$ cat src/rtl/iob_ibex_axi_txn_ctrl.sv
// Single-outstanding AXI4 transaction controller: takes one word read/write request,
// runs AR/R or AW/W/B with held valids, and returns one registered response pulse.
module iob_ibex_axi_txn_ctrl #(
    parameter int unsigned ADDR_W = 32,
    parameter int unsigned DATA_W = 32,
    parameter int unsigned ID_W   = 1,
    parameter int unsigned ID_VAL = 0
) (
    input  logic                clk_i,
    input  logic                cke_i,
    input  logic                arst_i,
    input  logic                req_valid_i,
    output logic                req_ready_o,
    input  logic                req_we_i,
    input  logic [ADDR_W-3:0]   req_addr_i,
    input  logic [DATA_W-1:0]   req_wdata_i,
    input  logic [DATA_W/8-1:0] req_wstrb_i,
    output logic                rsp_valid_o,
    output logic [DATA_W-1:0]   rsp_rdata_o,
    output logic                rsp_err_o,
    output logic                arvalid_o,
    input  logic                arready_i,
    output logic [ADDR_W-1:0]   araddr_o,
    output logic [ID_W-1:0]     arid_o,
    output logic [7:0]          arlen_o,
    output logic [2:0]          arsize_o,
    output logic [1:0]          arburst_o,
    output logic [2:0]          arprot_o,
    input  logic                rvalid_i,
    output logic                rready_o,
    input  logic [DATA_W-1:0]   rdata_i,
    input  logic [1:0]          rresp_i,
    input  logic [ID_W-1:0]     rid_i,
    input  logic                rlast_i,
    output logic                awvalid_o,
    input  logic                awready_i,
    output logic [ADDR_W-1:0]   awaddr_o,
    output logic [ID_W-1:0]     awid_o,
    output logic [7:0]          awlen_o,
    output logic [2:0]          awsize_o,
    output logic [1:0]          awburst_o,
    output logic [2:0]          awprot_o,
    output logic                wvalid_o,
    input  logic                wready_i,
    output logic [DATA_W-1:0]   wdata_o,
    output logic [DATA_W/8-1:0] wstrb_o,
    output logic                wlast_o,
    input  logic                bvalid_i,
    output logic                bready_o,
    input  logic [1:0]          bresp_i,
    input  logic [ID_W-1:0]     bid_i
);
    localparam int unsigned STRB_W  = DATA_W / 8;
    localparam int unsigned WADDR_W = ADDR_W - 2;

    localparam logic [2:0] S_IDLE    = 3'd0;
    localparam logic [2:0] S_RD_ADDR = 3'd1;
    localparam logic [2:0] S_RD_DATA = 3'd2;
    localparam logic [2:0] S_WR_REQ  = 3'd3;
    localparam logic [2:0] S_WR_RESP = 3'd4;
    localparam logic [2:0] S_RSP     = 3'd5;

    localparam logic [ID_W-1:0] ID_C = ID_W'(ID_VAL);

    logic [2:0]         state_q, state_d;
    logic [WADDR_W-1:0] addr_q, addr_d;
    logic [DATA_W-1:0]  wdata_q, wdata_d;
    logic [STRB_W-1:0]  wstrb_q, wstrb_d;
    logic               aw_done_q, aw_done_d;
    logic               w_done_q, w_done_d;
    logic [DATA_W-1:0]  rdata_q, rdata_d;
    logic               err_q, err_d;
    logic               req_ready_q, req_ready_d;
    logic               rsp_valid_q, rsp_valid_d;
    logic               arvalid_q, arvalid_d;
    logic               rready_q, rready_d;
    logic               awvalid_q, awvalid_d;
    logic               wvalid_q, wvalid_d;
    logic               bready_q, bready_d;

    // Next state plus output flops decoded from the next state, so every output is a flop
    always_comb begin
        state_d   = state_q;
        addr_d    = addr_q;
        wdata_d   = wdata_q;
        wstrb_d   = wstrb_q;
        aw_done_d = aw_done_q;
        w_done_d  = w_done_q;
        rdata_d   = rdata_q;
        err_d     = err_q;

        case (state_q)
            S_IDLE: begin
                if (req_valid_i) begin
                    addr_d  = req_addr_i;
                    wdata_d = req_wdata_i;
                    wstrb_d = req_wstrb_i;
                    state_d = req_we_i ? S_WR_REQ : S_RD_ADDR;
                end
            end
            S_RD_ADDR: begin
                if (arready_i) state_d = S_RD_DATA;
            end
            S_RD_DATA: begin
                if (rvalid_i) begin
                    rdata_d = rdata_i;
                    err_d   = (rresp_i != 2'b00) | (rid_i != ID_C) | ~rlast_i;
                    state_d = S_RSP;
                end
            end
            S_WR_REQ: begin
                aw_done_d = aw_done_q | (awvalid_q & awready_i);
                w_done_d  = w_done_q | (wvalid_q & wready_i);
                if (aw_done_d && w_done_d) begin
                    aw_done_d = 1'b0;
                    w_done_d  = 1'b0;
                    state_d   = S_WR_RESP;
                end
            end
            S_WR_RESP: begin
                if (bvalid_i) begin
                    rdata_d = '0;
                    err_d   = (bresp_i != 2'b00) | (bid_i != ID_C);
                    state_d = S_RSP;
                end
            end
            S_RSP:   state_d = S_IDLE;
            default: state_d = S_IDLE;
        endcase

        req_ready_d = (state_d == S_IDLE);
        rsp_valid_d = (state_d == S_RSP);
        arvalid_d   = (state_d == S_RD_ADDR);
        rready_d    = (state_d == S_RD_DATA);
        awvalid_d   = (state_d == S_WR_REQ) & ~aw_done_d;
        wvalid_d    = (state_d == S_WR_REQ) & ~w_done_d;
        bready_d    = (state_d == S_WR_RESP);
    end

    always_ff @(posedge clk_i or posedge arst_i) begin
        if (arst_i) begin
            state_q     <= S_IDLE;
            addr_q      <= '0;
            wdata_q     <= '0;
            wstrb_q     <= '0;
            aw_done_q   <= 1'b0;
            w_done_q    <= 1'b0;
            rdata_q     <= '0;
            err_q       <= 1'b0;
            req_ready_q <= 1'b1;
            rsp_valid_q <= 1'b0;
            arvalid_q   <= 1'b0;
            rready_q    <= 1'b0;
            awvalid_q   <= 1'b0;
            wvalid_q    <= 1'b0;
            bready_q    <= 1'b0;
        end else if (cke_i) begin
            state_q     <= state_d;
            addr_q      <= addr_d;
            wdata_q     <= wdata_d;
            wstrb_q     <= wstrb_d;
            aw_done_q   <= aw_done_d;
            w_done_q    <= w_done_d;
            rdata_q     <= rdata_d;
            err_q       <= err_d;
            req_ready_q <= req_ready_d;
            rsp_valid_q <= rsp_valid_d;
            arvalid_q   <= arvalid_d;
            rready_q    <= rready_d;
            awvalid_q   <= awvalid_d;
            wvalid_q    <= wvalid_d;
            bready_q    <= bready_d;
        end
    end

    assign req_ready_o = req_ready_q;
    assign rsp_valid_o = rsp_valid_q;
    assign rsp_rdata_o = rdata_q;
    assign rsp_err_o   = err_q;

    assign arvalid_o = arvalid_q;
    assign araddr_o  = {addr_q, 2'b00};
    assign arid_o    = ID_C;
    assign arlen_o   = 8'd0;
    assign arsize_o  = 3'd2;
    assign arburst_o = 2'b01;
    assign arprot_o  = 3'd0;
    assign rready_o  = rready_q;

    assign awvalid_o = awvalid_q;
    assign awaddr_o  = {addr_q, 2'b00};
    assign awid_o    = ID_C;
    assign awlen_o   = 8'd0;
    assign awsize_o  = 3'd2;
    assign awburst_o = 2'b01;
    assign awprot_o  = 3'd0;

    assign wvalid_o = wvalid_q;
    assign wdata_o  = wdata_q;
    assign wstrb_o  = wstrb_q;
    assign wlast_o  = 1'b1;
    assign bready_o = bready_q;

endmodule
$ cat config.mk
export PLATFORM = sky130hd
export DESIGN_NAME = iob_ibex_axi_txn_ctrl
export DESIGN_NICKNAME = d
export VERILOG_FILES = /design/src/rtl/iob_ibex_axi_txn_ctrl.sv
export SDC_FILE = /design/constraint.sdc
export NUM_CORES = 1
export LEC_CHECK = 0
export ABC_AREA = 0
export BUFFER_PORTS_ARGS = -buffer_cell sky130_fd_sc_hd__buf_4
export CAP_MARGIN = 20
export CORE_AREA = 2 2 113 115
export CTS_CLUSTER_SIZE = 40
export DETAILED_ROUTE_END_ITERATION = 10
export DIE_AREA = 0 0 115 117
export GPL_ROUTABILITY_DRIVEN = 1
export PLACE_DENSITY_LB_ADDON = 0.1
export SYNTH_ARGS = -nofsm -noshare
export SYNTH_HDL_FRONTEND = slang
export SYNTH_SLANG_ARGS = --single-unit
export TNS_END_PERCENT = 10
$ cat constraint.sdc
create_clock -name clk_i -period 5.95 [get_ports clk_i]
set_input_delay 1.19 -clock clk_i [delete_from_list [all_inputs] [get_ports clk_i]]
set_output_delay 1.19 -clock clk_i [all_outputs]
set_load 0.005 [all_outputs]
## Word level (Yosys, flattened, before mapping)

Cells that the tools add are included.

| word-level totals | value |
|---|---|
| bits in registers | 111 |
| output and inout port bits | 175 |
| logic and storage cells | 63 |
| bits of input ports | 115 |

| cells by class | value |
|---|---|
| bitwise gates (word level) | 12 |
| eq/ne operators | 11 |
| reduce and logical (&&, ||, !) cells | 8 |
| multiplexer cells | 17 |

Operators with widths:

| kind | count |
|---|---|
| 2-to-1 mux 32 bit | 2 |
| one-hot mux 32 bit (2 select lines) | 1 |
| 2-to-1 mux 3 bit | 5 |
| one-hot mux 3 bit (5 select lines) | 1 |
| equality test 3 x 2 -> 1 bit, second input constant | 4 |
| equality test 3 bit, second input constant | 3 |
| equality test 3 x 1 -> 1 bit, second input constant | 2 |
| zero test 3 bit | 2 |
| 2-to-1 mux 1 bit | 6 |
| nonzero test 2 bit | 3 |
| bitwise OR 1 bit | 5 |
| AND 1 bit | 4 |
| inequality test 2 bit, second input constant | 2 |
| AND reduction 4 bit | 1 |
| NOT 1 bit | 3 |
| AND reduction 3 bit | 1 |
| 2-to-1 mux 2 bit | 1 |
| one-hot mux 1 bit (2 select lines) | 1 |
| logical AND 1 bit | 1 |

## Depth between registers and ports, before layout

| depth | value |
|---|---|
| depth in word-level cells | 7 |
| gate-level depth with buffers | 7 |
| depth with buffers taken out | 4 |

## Least setup slack after synthesis

OpenSTA, ideal clock, no wires.

| timing path | value |
|---|---|
| path type | input -> register |
| start point | input port req_valid_i |
| end point | register addr_q[21] |
| buffers on the path | 2 |
| setup slack | 3.679 ns |
| data required time | 5.825 ns |
| stages | 5 |
| arrival time | 2.146 ns |
| library setup time | 0.125 ns |
| path through | nor4b_4 -> nand2_2 -> buf_6 -> buf_6 -> mux2_4 |

| on the way | value |
|---|---|
| cells in the longest elaborated chain, start to end | 1 |

Ends and longest elaborated chain:

| item | line | text |
|---|---|---|
| start: declaration | 12 | `input logic req_valid_i,` |
| AND reduction 3 bit (no line) | -- |  |
| end signal: assignment | 159 | `addr_q <= addr_d;` |
| end: declaration | 66 | `logic [WADDR_W-1:0] addr_q, addr_d;` |

No other way between the ends.
A chain may end at the register's enable or synchronous reset.

## Worst setup path in the final report

| timing path | value |
|---|---|
| start point | input port req_valid_i |
| end point | register wdata_q[13] (netlist: wdata_o[13]) |

| on the way | value |
|---|---|
| cells in the longest elaborated chain, start to end | 1 |

Ends and longest elaborated chain:

| item | line | text |
|---|---|---|
| AND reduction 3 bit (no line) | -- |  |
| end signal: assignment | 160 | `wdata_q <= wdata_d;` |
| end: declaration | 67 | `logic [DATA_W-1:0] wdata_q, wdata_d;` |

No other way between the ends.

==> impl_results.md <==
* Outcome: complete, no violations
* Hold crit path type: reg2reg
* Synth Instances at ~430
* Final min period at approximately 2.3 ns
* Crit path launch type: primary input
* Area occupied by multi-input gates at between 1500 and 2000 um^2
* Sw Share at 0.2867
* Post-synth top area share at 0.5365
* Combinational family with the most area after synthesis: multiplexers
* F_max at approximately 0.44 GHz
* Die height at between 100 and 150 um
* Clock share of power at 0.200
* WL final at between 10000 and 15000 um
* XOR/XNOR Fraction of Synth Area at 0
* Internal at about 2.4 mW
* Logic pwr share at 0.400
* Clock Path Buffers at 2
* MaxCap Viol Count at 0
* Die area at roughly 13000 um^2
* Pin count of the biggest net entering global routing at between 60 and 70
* DRT iter0 DRCs at 183
* Final ANT Viol Nets at 0
* Share of layout cells above drive strength 1 at 0.5367
* R2R Setup Slk at 3.92 ns
* Post-route cell area at about 7100 um^2
* Drt pass-1 iters at 4
* VDD IR-drop max at 0.2463 mV
* Resized cells post-CTS at 0
* First-pass GRT wire length at 18440 um
* Avg Cell Area, Syn at between 10 and 15 um^2
* Yosys reg bits at around 110
* CTS tree: built
* Clk slew on worst S/H paths at roughly 0.07 ns
* Psw at roughly 0.97 mW
* Crit-path cells: buf_4 > nor4b_4 > nand2_4 > buf_16 > mux2_4
* Clock sinks at approximately 110
* Area delta synth->final at 37.80%
* H-Tree Depth at 3
* Post-CTS Setup Repair Bufs at 0
* Vias at 3662
* Number of global-route vias before repair at between 3000 and 4000
* Post-synthesis mux area share at 0.1807
* Kind of cell adding the most delay to the critical path: simple AND/OR/NAND/NOR gates
* CTS buffer count at 9
* Post-DP HPWL at between 8000 and 9000 um
* GR Util All Layers at 0.1767
* WS Path Type: in2reg
* Die width at approximately 120 um
* Simple-gate area share of the yosys netlist at 0.08461
* CP bufs+invs at 2
* Critical path data arrival time at roughly 2.5 ns
* Setup crit end kind: register
* Routability congestion estimate at around 0.75
* Least-Margin Pin Slew at approximately 0.74 ns
* Critical path peak fanout at 58
* Unrepaired setup endpoints after global routing: false
* Fin. Hold Viols at 0
* IO Count at 290
* Final setup skew at about 0.0045 ns
* WL/cell at 15.35 um
* Syn Std Cell Area at 5131 um^2
* Worst EP required at 6.18 ns
* Post-DP Area at 6709 um^2
* Sequential share of the synthesized area at 0.5416
* Post-synth top area cell: dfrtp_1
* CTS Hold Buffers Added at 0
* Clock latency on the worst-skew pair at 0.34 ns
* IO Port Bufs at between 200 and 300
* Reg power frac at 0.400
* Global route overflow at 0
* Initial antenna violation count at 0
* Compound-Gate Fraction of Synth Area at 0.05950
* Crit path max-delay cell type: nor4b_4
* DR vias/cell at ~4.6
* Ys Warns at 0
* Distinct cells, synth at 37
* Initial Util at 0.4168
* Setup Viol. Count Final at 0
* Fill count at 1057
* Period utilization at 0.3812
* Ant. Diodes at 0
* Final setup TNS at 0 ns
* Core ar. at roughly 12000 um^2
* Crit path largest cell delay at 0.36 ns
* FF+latch area at roughly 2800 um^2
* # nets final at 753
* P per Cell Area at 479.5 nW/um^2
* Clock Tree Root: clkbuf_16
* Number of cell rows at 41
* Rel. slew slack at 0.5039
* Final Slew Violations at 0
* # DRC at 0
* Leakage at between 3 and 4 nW
* Post-Synth Adder-Cell Area at 0
* Area contributors post-synth: dfrtp_1 (54%), mux2_4 (12%), buf_4 (11%)
## cell usage in the layout, fill, tap and decap left out, drive strengths merged
cell type  instances
nand3              1
buf              253
mux2              69
nor2b              2
and4bb             2
nand3b             1
o311ai             1
and3b              1
or3b               1
a21oi              6
clkbuf            10
nor2              10
o41ai              2
dfstp              1
o21ai             38
clkinv             1
o31ai              1
a311oi             1
inv                5
nand2b             1
dfrtp            110
a22oi              1
nand2             72
a211o              1
a31oi              1
bufinv             3
and3               1
conb              39
a211oi             1
nor4b              2
nand4bb            1
o22ai              2
## per-layer routing
metal,track usage,up-vias,wire length [um]
met5,0,-,0
met4,0.04096,0,135
met3,0.07261,10,1203
met2,0.3016,177,6088
met1,0.2102,1739,4717
li1,-,1736,-
## stage by stage
stage          cells  total power, mW  hold WS (ns)    util  worst slack (ns)
6_report         791            3.390        0.4837  0.5743             3.682
5_1_grt          791            3.628        0.5009  0.5743             3.544
4_1_cts          790            3.437        0.4875  0.5721             3.338
3_5_place_dp     776            2.745        0.4721  0.5449             2.968
3_3_place_gp     776            2.712        0.4635  0.5449             2.993
2_1_floorplan    466            2.032        0.4647       -             1.831
## cells in the mapped netlist (all sizes together)
library cell	instances
nand4bb	1
nand2b	1
buf	81
nor2	10
a22oi	1
clkbuf	11
nor2b	2
a211o	1
nand3b	1
a211oi	1
o311ai	1
o21ai	38
o41ai	2
mux2	69
conb	2
and4bb	2
o22ai	2
a21oi	6
and3	1
a311oi	1
dfrtp	110
or3b	1
and3b	1
nand2	72
dfstp	1
inv	5
nor4b	2
o31ai	1
nand3	1
a31oi	1
## sequential cells by signal (all words and copies together) (netlist names), 3 cells and up
name and flops:
state_q 3, rsp_rdata_o 32, wstrb_o 4, wdata_o 32, addr_q 30
## power by group through the flow
stage	Sequential (mW)	Combinational, mW	Clock (mW)
after floorplan	1.35	0.685	0
after global placement	1.36	1.35	0
after detailed placement	1.37	1.38	0
after CTS	1.36	1.38	0.699
after global routing	1.40	1.50	0.725
final	1.36	1.36	0.676
## worst register-to-register path, delay by kind of cell, from the launching register on
kind             cells  cell delay [ns]
flip-flops           1             0.55
AND/OR/NAND/NOR      1             0.67
AO/OA/AOI/OAI        3             0.73
## kinds of logic (layout without fill, tap and decap cells)
| logic type | Yosys count | in the layout |
|---|---|---|
| flops | 111 | 111 |
| buf+inv | 97 | 272 |
| simple gates | 95 | 95 |
| mux | 69 | 69 |
| compound gates | 55 | 55 |
| other cells | 2 | 39 |
## worst paths after layout
kind / start / end / depth (start not counted)
min in group asynchronous: arst_i / addr_q[18]$_DFFE_PP0P_ / 2
max in group asynchronous: arst_i / wdata_o[5]$_DFFE_PP0P_ / 3
worst max-delay path: req_valid_i / wdata_o[13]$_DFFE_PP0P_ / 5
worst min-delay path: rsp_rdata_o[4]$_DFFE_PP0P_ / rsp_rdata_o[4]$_DFFE_PP0P_ / 2
worst max register to register: state_q[0]$_DFFE_PP0P_ / req_ready_o$_DFFE_PP1P_ / 4
worst min register to register: rsp_rdata_o[4]$_DFFE_PP0P_ / rsp_rdata_o[4]$_DFFE_PP0P_ / 2
## cell type report
type                    instances  area share
flip-flops and latches        111      0.3930
well taps                     150     0.02654
multi-input cells             258      0.2587
clock inverters                 4     0.01345
repair buffers                253      0.2715
clock buffers                  10     0.03380
inverters                       5    0.003008
(Power assumes the default switching activity.)
